$ cat src/rtl/fb_rect_fill.sv
// Solid-colour rectangle filler for the 800x480 32bpp HPS frame buffer.
// Writes whole 64-bit words (two pixels) over Avalon-MM bursts, one burst chain per row.
module fb_rect_fill #(
  parameter logic [29:0] ADDRESS   = 30'h3800_0000,
  parameter int          WIDTH     = 800,
  parameter int          HEIGHT    = 480,
  parameter int          MAX_BURST = 64
) (
  input  logic        clock,
  input  logic        reset_n,
  input  logic        start,
  input  logic [9:0]  x0,
  input  logic [9:0]  x1,
  input  logic [9:0]  y0,
  input  logic [9:0]  y1,
  input  logic [31:0] color,
  output logic        busy,
  output logic        done,
  output logic        error,
  output logic [28:0] address,
  output logic [7:0]  burstcount,
  input  logic        waitrequest,
  output logic [63:0] writedata,
  output logic [7:0]  byteenable,
  output logic        write
);

  typedef enum logic [2:0] {IDLE, CHECK, SETUP, BURST, DONE} state_t;

  localparam logic [28:0] BASE_WORD  = {2'b00, ADDRESS[29:3]};
  localparam logic [9:0]  ROW_WORDS  = 10'(WIDTH / 2);
  localparam logic [10:0] WIDTH_LIM  = 11'(WIDTH);
  localparam logic [10:0] HEIGHT_LIM = 11'(HEIGHT);
  localparam logic [9:0]  BURST_MAX  = 10'(MAX_BURST);

  state_t      state;
  logic [9:0]  x0_q, x1_q, y0_q, y1_q;
  logic [31:0] color_q;
  logic [9:0]  row;
  logic [28:0] row_base;
  logic [8:0]  word_off;
  logic [9:0]  words_left;
  logic [7:0]  beat_cnt;

  // Constant multiply by the row pitch as a sum of shifted copies of y.
  function automatic logic [28:0] row_offset(input logic [9:0] y);
    logic [28:0] acc;
    acc = '0;
    for (int i = 0; i < 10; i++)
      if (ROW_WORDS[i]) acc = acc + ({19'd0, y} << i);
    return acc;
  endfunction

  function automatic logic [7:0] lane_mask(input logic [8:0] w, input logic [9:0] lo,
                                           input logic [9:0] hi);
    logic [7:0] be;
    be = 8'hFF;
    if (w == lo[9:1] && lo[0])  be = be & 8'hF0;
    if (w == hi[9:1] && !hi[0]) be = be & 8'h0F;
    return be;
  endfunction

  function automatic logic [7:0] burst_len(input logic [9:0] left);
    return (left > BURST_MAX) ? BURST_MAX[7:0] : left[7:0];
  endfunction

  function automatic logic [9:0] row_words(input logic [9:0] lo, input logic [9:0] hi);
    return {1'b0, hi[9:1]} - {1'b0, lo[9:1]} + 10'd1;
  endfunction

  always_ff @(posedge clock or negedge reset_n) begin
    if (!reset_n) begin
      state      <= IDLE;
      busy       <= 1'b0;
      done       <= 1'b0;
      error      <= 1'b0;
      address    <= '0;
      burstcount <= '0;
      writedata  <= '0;
      byteenable <= '0;
      write      <= 1'b0;
      x0_q       <= '0;
      x1_q       <= '0;
      y0_q       <= '0;
      y1_q       <= '0;
      color_q    <= '0;
      row        <= '0;
      row_base   <= '0;
      word_off   <= '0;
      words_left <= '0;
      beat_cnt   <= '0;
    end else begin
      done <= 1'b0;
      case (state)
        IDLE, DONE: begin
          state <= IDLE;
          if (start) begin
            x0_q    <= x0;
            x1_q    <= x1;
            y0_q    <= y0;
            y1_q    <= y1;
            color_q <= color;
            busy    <= 1'b1;
            state   <= CHECK;
          end
        end
        CHECK: begin
          if (x0_q > x1_q || y0_q > y1_q ||
              {1'b0, x1_q} >= WIDTH_LIM || {1'b0, y1_q} >= HEIGHT_LIM) begin
            error <= 1'b1;
            done  <= 1'b1;
            busy  <= 1'b0;
            state <= IDLE;
          end else begin
            error      <= 1'b0;
            row        <= y0_q;
            row_base   <= BASE_WORD + row_offset(y0_q);
            word_off   <= x0_q[9:1];
            words_left <= row_words(x0_q, x1_q);
            writedata  <= {color_q, color_q};
            state      <= SETUP;
          end
        end
        SETUP: begin
          address    <= row_base + {20'd0, word_off};
          burstcount <= burst_len(words_left);
          beat_cnt   <= burst_len(words_left);
          byteenable <= lane_mask(word_off, x0_q, x1_q);
          write      <= 1'b1;
          state      <= BURST;
        end
        BURST: begin
          if (!waitrequest) begin
            word_off   <= word_off + 9'd1;
            words_left <= words_left - 10'd1;
            beat_cnt   <= beat_cnt - 8'd1;
            byteenable <= lane_mask(word_off + 9'd1, x0_q, x1_q);
            // Last beat of this burst: continue the row, step to the next row, or finish.
            if (beat_cnt == 8'd1) begin
              write <= 1'b0;
              if (words_left != 10'd1) begin
                state <= SETUP;
              end else if (row < y1_q) begin
                row        <= row + 10'd1;
                row_base   <= row_base + {19'd0, ROW_WORDS};
                word_off   <= x0_q[9:1];
                words_left <= row_words(x0_q, x1_q);
                state      <= SETUP;
              end else begin
                done  <= 1'b1;
                busy  <= 1'b0;
                state <= DONE;
              end
            end
          end
        end
        default: state <= IDLE;
      endcase
    end
  end

endmodule

$ cat config.mk
export PLATFORM = sky130hd
export DESIGN_NAME = fb_rect_fill
export DESIGN_NICKNAME = d
export VERILOG_FILES = /design/src/rtl/fb_rect_fill.sv
export SDC_FILE = /design/constraint.sdc
export NUM_CORES = 1
export LEC_CHECK = 0
export ABC_AREA = 0
export CORE_UTILIZATION = 50
export CTS_BUF_LIST = sky130_fd_sc_hd__clkbuf_16
export CTS_CLUSTER_SIZE = 28
export DETAILED_ROUTE_END_ITERATION = 12
export GPL_ROUTABILITY_DRIVEN = 0
export PLACE_DENSITY = 0.82
export SLEW_MARGIN = 0
export SYNTH_ARGS = -nofsm -noshare
export SYNTH_HDL_FRONTEND = slang
export SYNTH_SLANG_ARGS = --single-unit
$ cat constraint.sdc
create_clock -name clock -period 8.7 [get_ports clock]
set_input_delay 1.305 -clock clock [delete_from_list [all_inputs] [get_ports clock]]
set_output_delay 1.305 -clock clock [all_outputs]
set_load 0.01 [all_outputs]
---- Word-level counts from Yosys, hierarchy flattened ----
Index checks and enable logic that the tools add are counted.
word-level totals
  register bits ........................... 254
  input bits .............................. 76
  output and inout bits ................... 113
  logic and storage cells ................. 138
operators by class
  $add $sub $neg .......................... 11
  order comparisons ....................... 6
  equality and inequality tests ........... 18
  multiplexer cells ....................... 62
  bitwise gates (word level) .............. 1
  reduce and logical (&&, ||, !) cells .... 21
operator list
  kind                                                                                   number
  29-bit two-way mux                                                                     11
  10-bit two-way mux                                                                     10
  29-bit case mux with 2 select lines                                                    1
  9-bit two-way mux                                                                      5
  8-bit two-way mux                                                                      5
  10-bit case mux with 2 select lines                                                    2
  9-bit equality test                                                                    4
  8-bit case mux with 2 select lines                                                     2
  27-bit by 29-bit adder with 29-bit output (first input constant)                       1
  29-bit by 17-bit adder with 29-bit output                                              1
  29-bit by 18-bit adder with 29-bit output                                              1
  29-bit by 9-bit adder with 29-bit output                                               1
  29-bit by 9-bit adder with 29-bit output (second input constant)                       1
  10-bit by 1-bit adder with 10-bit output (second input constant)                       2
  10-bit > comparator                                                                    2
  9-bit case mux with 2 select lines                                                     1
  2-bit != test (second input constant)                                                  8
  1-bit two-way mux                                                                      14
  3-bit two-way mux                                                                      4
  3-bit case mux with 4 select lines                                                     1
  10-bit greater-or-equal comparator (second input constant)                             1
  10-bit by 9-bit greater-or-equal comparator with 1-bit output (second input constant)  1
  10-bit by 7-bit > comparator with 1-bit output (second input constant)                 1
  10-bit < comparator                                                                    1
  other kinds (25)                                                                       38

---- Longest topological paths before layout ----
  depth after elaboration ................. 15
  depth in mapped cells ................... 16
  mapped depth without buffers ............ 16

---- Worst setup path before layout ----
OpenSTA, ideal clock, no wires.
  path kind ............................... flip-flop to flip-flop
  start point ............................. reg y0_q[3]
  end point ............................... reg row_base[16]
  setup time .............................. 77 ps
  arrival ................................. 3023 ps
  required time ........................... 8623 ps
  setup slack ............................. 5600 ps
  stages on the path, launching flop included .. 15
  path buffers ............................ 0
  clock period less this slack ............ 3100 ps
  path through ............................ dfrtp_1 -> ha_1 -> fa_1 -> a21o_1 -> a21oi_1 -> o21bai_1 -> a21oi_1 -> nor2b_1 -> o21ai_0 -> xnor2_1 -> ha_1 -> o41ai_1 -> xnor2_1 -> o22ai_1 -> a21oi_1
on the way
  word-level cells in the longest chain between the ends .. 11
  elaborated cells on any way between the ends .. 17
  classes of those cells .................. add/sub: 3; order compare: 1; eq/ne: 1; mux: 8; reduce/logical: 4
RTL lines
  what                                       RTL line  RTL
  start, declared                            37        logic [9:0] x0_q, x1_q, y0_q, y1_q;
  start signal, assigned                     100       y0_q <= y0;
  29-bit two-way mux                         108       if (x0_q > x1_q || y0_q > y1_q ||
  29-bit two-way mux                         94        case (state)
  29-bit by 17-bit adder with 29-bit output  50        if (ROW_WORDS[i]) acc = acc + ({19'd0, y} << i);
  29-bit two-way mux                         108
  29-bit two-way mux                         94
  29-bit by 18-bit adder with 29-bit output  50
  29-bit two-way mux                         108
  29-bit two-way mux                         94
  27-bit by 29-bit adder with 29-bit output  117       row_base <= BASE_WORD + row_offset(y0_q);
  29-bit two-way mux                         108
  29-bit case mux with 2 select lines        94
  end signal, assigned                       117
  end signal, assigned                       145       row_base <= row_base + {19'd0, ROW_WORDS};
  end, declared                              40        logic [28:0] row_base;
Parallel ways exist; a longest one is shown, timed or not. The select of a mux whose other input is x is not followed.
A chain may end at the register's enable or synchronous reset.

---- Worst setup path after layout ----
  start point ............................. reg y0_q[7]
  end point ............................... reg row_base[27]
Same word-level chain as after synthesis.

==> impl_metrics.prom <==
# TYPE chip_impl_metric gauge
chip_impl_info{name="timing.critical_path.cells",value="ha_1 -> a211oi_1 -> nor2_1 -> a2111oi_2 -> o221a_2 -> o22ai_4 -> or4_1 -> a21oi_1"} 1
chip_impl_metric{name="die_width",unit="µm"} 159
chip_impl_metric{name="post-place-cells",unit=""} 1759
chip_impl_metric{name="min_period_over_period",unit=""} 0.437
chip_impl_metric{name="boundaryPins",unit=""} 189
chip_impl_metric{name="placementRows",unit=""} 57
chip_impl_metric{name="drt-wirelength-per-cell",unit="µm"} 17.8
chip_impl_metric{name="port-buffer-count",unit=""} 188
chip_impl_metric{name="synth_area_per_cell",unit="µm²"} 9.22
chip_impl_metric{name="wl",unit="µm"} 32100
chip_impl_metric{name="timing.critical_path.required",unit="ns"} 9.13
chip_impl_metric{name="antenna_left",unit=""} 0
chip_impl_metric{name="gr-usage-all-layers",unit=""} 0.252
chip_impl_metric{name="diodes",unit=""} 0
chip_impl_metric{name="dieArea",unit="µm²"} 25400
chip_impl_metric{name="drv_cap",unit=""} 0
chip_impl_metric{name="grt_max_degree",unit=""} 103
chip_impl_metric{name="cts_hold_buf",unit=""} 0
chip_impl_metric{name="grt_pass1_wl",unit="µm"} 52500
chip_impl_metric{name="fillers",unit=""} 2035
chip_impl_metric{name="area_delta_synth_final",unit="%"} 20.9
chip_impl_metric{name="cts.clk_slew.worst_paths",unit="ns"} 0.06
chip_impl_metric{name="h-tree-depth",unit=""} 1
chip_impl_info{name="layout.cells.most_common",value="nand2_1"} 1
chip_impl_metric{name="antenna_violations_before_repair",unit=""} 0
chip_impl_metric{name="placeableCoreArea",unit="µm²"} 24300
chip_impl_metric{name="fin_skew",unit="ns"} 0.0227
chip_impl_metric{name="ys_seq_area_frac",unit=""} 0.429
chip_impl_metric{name="clockBufferDepth",unit=""} 3
chip_impl_info{name="synth_top_flop_cell",value="dfrtp_1"} 1
chip_impl_metric{name="post_cts_buffers",unit=""} 0
chip_impl_metric{name="vdd_ir_drop_max",unit="µV"} 200
chip_impl_info{name="cts-root-buf",value="clkbuf_16"} 1
chip_impl_metric{name="clock_buffer_count_from_cts",unit=""} 24
chip_impl_metric{name="cts_sinks",unit=""} 212
chip_impl_metric{name="insertion_delay",unit="ns"} 0.53
chip_impl_metric{name="ys_warn_count",unit=""} 0
chip_impl_metric{name="worst_slew_margin_rel",unit=""} 0.258
chip_impl_metric{name="post_synth_instance_area",unit="µm²"} 12400
chip_impl_info{name="critical_path.top_delay_family",value="compound AO/OA/AOI/OAI gates"} 1
chip_impl_metric{name="path_max_fanout",unit=""} 39
chip_impl_metric{name="async_set_reset_flop_share_out_of_synthesis",unit=""} 1.00
chip_impl_metric{name="worst_pin_slew",unit="ns"} 1.11
chip_impl_metric{name="grt-ovfl-total",unit=""} 0
chip_impl_metric{name="floorplan.die.height",unit="µm"} 159
chip_impl_info{name="setup.worst_path.start_class",value="flip-flop"} 1
chip_impl_info{name="critPathKind",value="reg2reg"} 1
chip_impl_metric{name="grt_pass1_vias",unit=""} 10400
chip_impl_metric{name="critPathArrivalTime",unit="ns"} 4.23
chip_impl_metric{name="final_hold_viol_count",unit=""} 0
chip_impl_metric{name="synth_cell_type_count",unit=""} 67
chip_impl_metric{name="num_vias",unit=""} 10400
chip_impl_metric{name="finish.net_count",unit=""} 1617
chip_impl_metric{name="post-route-drc-count",unit=""} 0
chip_impl_metric{name="post_drt_via_cell_ratio",unit=""} 5.76
chip_impl_metric{name="timing.critical_path.buf_inv",unit=""} 0
chip_impl_metric{name="cts.repair.resized",unit=""} 0
chip_impl_info{name="run_status",value="finished clean"} 1
chip_impl_info{name="tritoncts",value="done"} 1
chip_impl_metric{name="ys_seq_elements",unit=""} 212
chip_impl_metric{name="finalNonFillerCells",unit=""} 1800
chip_impl_metric{name="detailedRoute.firstIterationViolations",unit=""} 750
chip_impl_metric{name="final_layout_setup_total_negative_slack",unit="ns"} 0
chip_impl_metric{name="postSynthCellCount",unit=""} 1342
chip_impl_metric{name="detailed_place_hpwl",unit="µm"} 22900
chip_impl_metric{name="mappedNetlistNets",unit=""} 1498
chip_impl_metric{name="clock.fmax",unit="MHz"} 263
chip_impl_metric{name="setup_violations",unit=""} 0
chip_impl_info{name="min_path_type",value="reg2reg"} 1
chip_impl_metric{name="critical_path.max_stage_delay",unit="ns"} 0.91
chip_impl_metric{name="final_layout_size_suffix_gt1_frac",unit=""} 0.0725
chip_impl_info{name="final_cell_mix",value="nand2_1 (242), dfrtp_1 (212), clkdlybuf4s50_1 (187)"} 1
chip_impl_metric{name="slew_violations",unit=""} 0
chip_impl_metric{name="start_util",unit=""} 0.509
chip_impl_metric{name="p_leak",unit="nW"} 6.59
chip_impl_info{name="grt_setup_unrepaired",value="no"} 1
chip_impl_metric{name="period_needed",unit="ns"} 3.80
chip_impl_metric{name="first_pass_iters",unit=""} 5
chip_impl_info{name="crit_slowest_cell",value="o221a_2"} 1
chip_impl_metric{name="synth-edff-count",unit=""} 0
chip_impl_info{name="critical_path.endpoint_type",value="flip-flop"} 1
chip_impl_metric{name="pwr_density_cell",unit="nW/µm²"} 215
worst paths after layout:
check	from	slack (ns)	to	cells past startpoint
setup / recovery	y0_q[7]	4.90	row_base[27]	8
hold / removal	color_q[21]	0.48	writedata[53]	2
max in group asynchronous	reset_n	6.56	color_q[22]	2
hold reg to reg	color_q[21]	0.48	writedata[53]	2
min in group asynchronous	reset_n	0.87	address[16]	1
setup reg to reg	y0_q[7]	4.90	row_base[27]	8
synth_stat cells (all sizes together), types with 7 or more instances:
master | instances | area share
dfrtp | 212 | 0.43
a31oi | 7 | 0.0035
nor3 | 20 | 0.0090
clkbuf | 46 | 0.014
o22ai | 20 | 0.011
nor2b | 8 | 0.0040
xor2 | 35 | 0.025
nor4 | 18 | 0.013
nand2 | 242 | 0.073
a21oi | 86 | 0.035
mux2 | 44 | 0.040
and2 | 7 | 0.0035
ha | 77 | 0.078
a21o | 15 | 0.0091
o21ai | 113 | 0.046
o2bb2ai | 7 | 0.0050
or3 | 11 | 0.0056
buf | 60 | 0.031
nor2 | 57 | 0.017
nand4 | 22 | 0.011
nand2b | 17 | 0.0086
inv | 52 | 0.016
nand3 | 34 | 0.014
xnor2 | 50 | 0.035
flip-flops by register name, summed over array words and instances, names as in the netlist, 9 cells and up:
| name | flops |
|---|---|
| y1_q | 10 |
| words_left | 10 |
| x1_q | 10 |
| writedata | 32 |
| row | 10 |
| y0_q | 10 |
| color_q | 32 |
| word_off | 9 |
| address | 29 |
| x0_q | 10 |
| row_base | 25 |
worst reg2reg max path: stages, from the launching register on:
cell and delay [ns]:
dfrtp_1 0.51, ha_1 0.39, a211oi_1 0.28, nor2_1 0.10, a2111oi_2 0.55, o221a_2 0.91
o22ai_4 0.26, or4_1 0.55, a21oi_1 0.16
per-stage QoR:
| step | hold slack (ns) | utilization | area, µm² | total power [mW] | setup slack [ns] |
|---|---|---|---|---|---|
| after detailed placement | 0.466 | 0.584 | 14200 | 2.24 | 4.96 |
| after CTS | 0.476 | 0.615 | 15000 | 3.22 | 4.95 |
| final | 0.475 | 0.615 | 15000 | 3.21 | 4.90 |
| after global routing | 0.504 | 0.615 | 15000 | 3.38 | 4.65 |
| after global placement | 0.452 | 0.584 | 14200 | 2.20 | 5.11 |
| after floorplan | 0.427 | - | 12400 | 1.89 | 5.60 |
area by class of cell:
type	instances	area (µm²)	area share
clock buffers	25	626	0.0418
clock inverters	16	124	0.00828
inverters	52	195	0.0130
multi-input cells	972	6340	0.424
flip-flops and latches	212	5310	0.355
well taps	324	405	0.0271
repair buffers	199	1970	0.132
report_power, final:
| part | internal, mW | total, mW | switching, mW |
|---|---|---|---|
| Sequential | 1.13 | 1.34 | 0.208 |
| Combinational | 0.429 | 0.900 | 0.470 |
| Clock | 0.575 | 0.974 | 0.399 |
per-layer routing:
layer	track usage	vias up	share of wire
li1	-	4865	-
met1	0.337	4929	0.42
met2	0.412	503	0.46
met3	0.0550	76	0.091
met4	0.0756	0	0.024
met5	0	-	0
cell families after synthesis:
kind of cell | share of synthesized area
buf+inv | 0.0611
xor+xnor | 0.0602
mux | 0.0433
fa+ha+maj | 0.0827
simple gates | 0.171
flops | 0.429
compound gates | 0.153
Note: power is estimated with default switching activity, not from simulation.
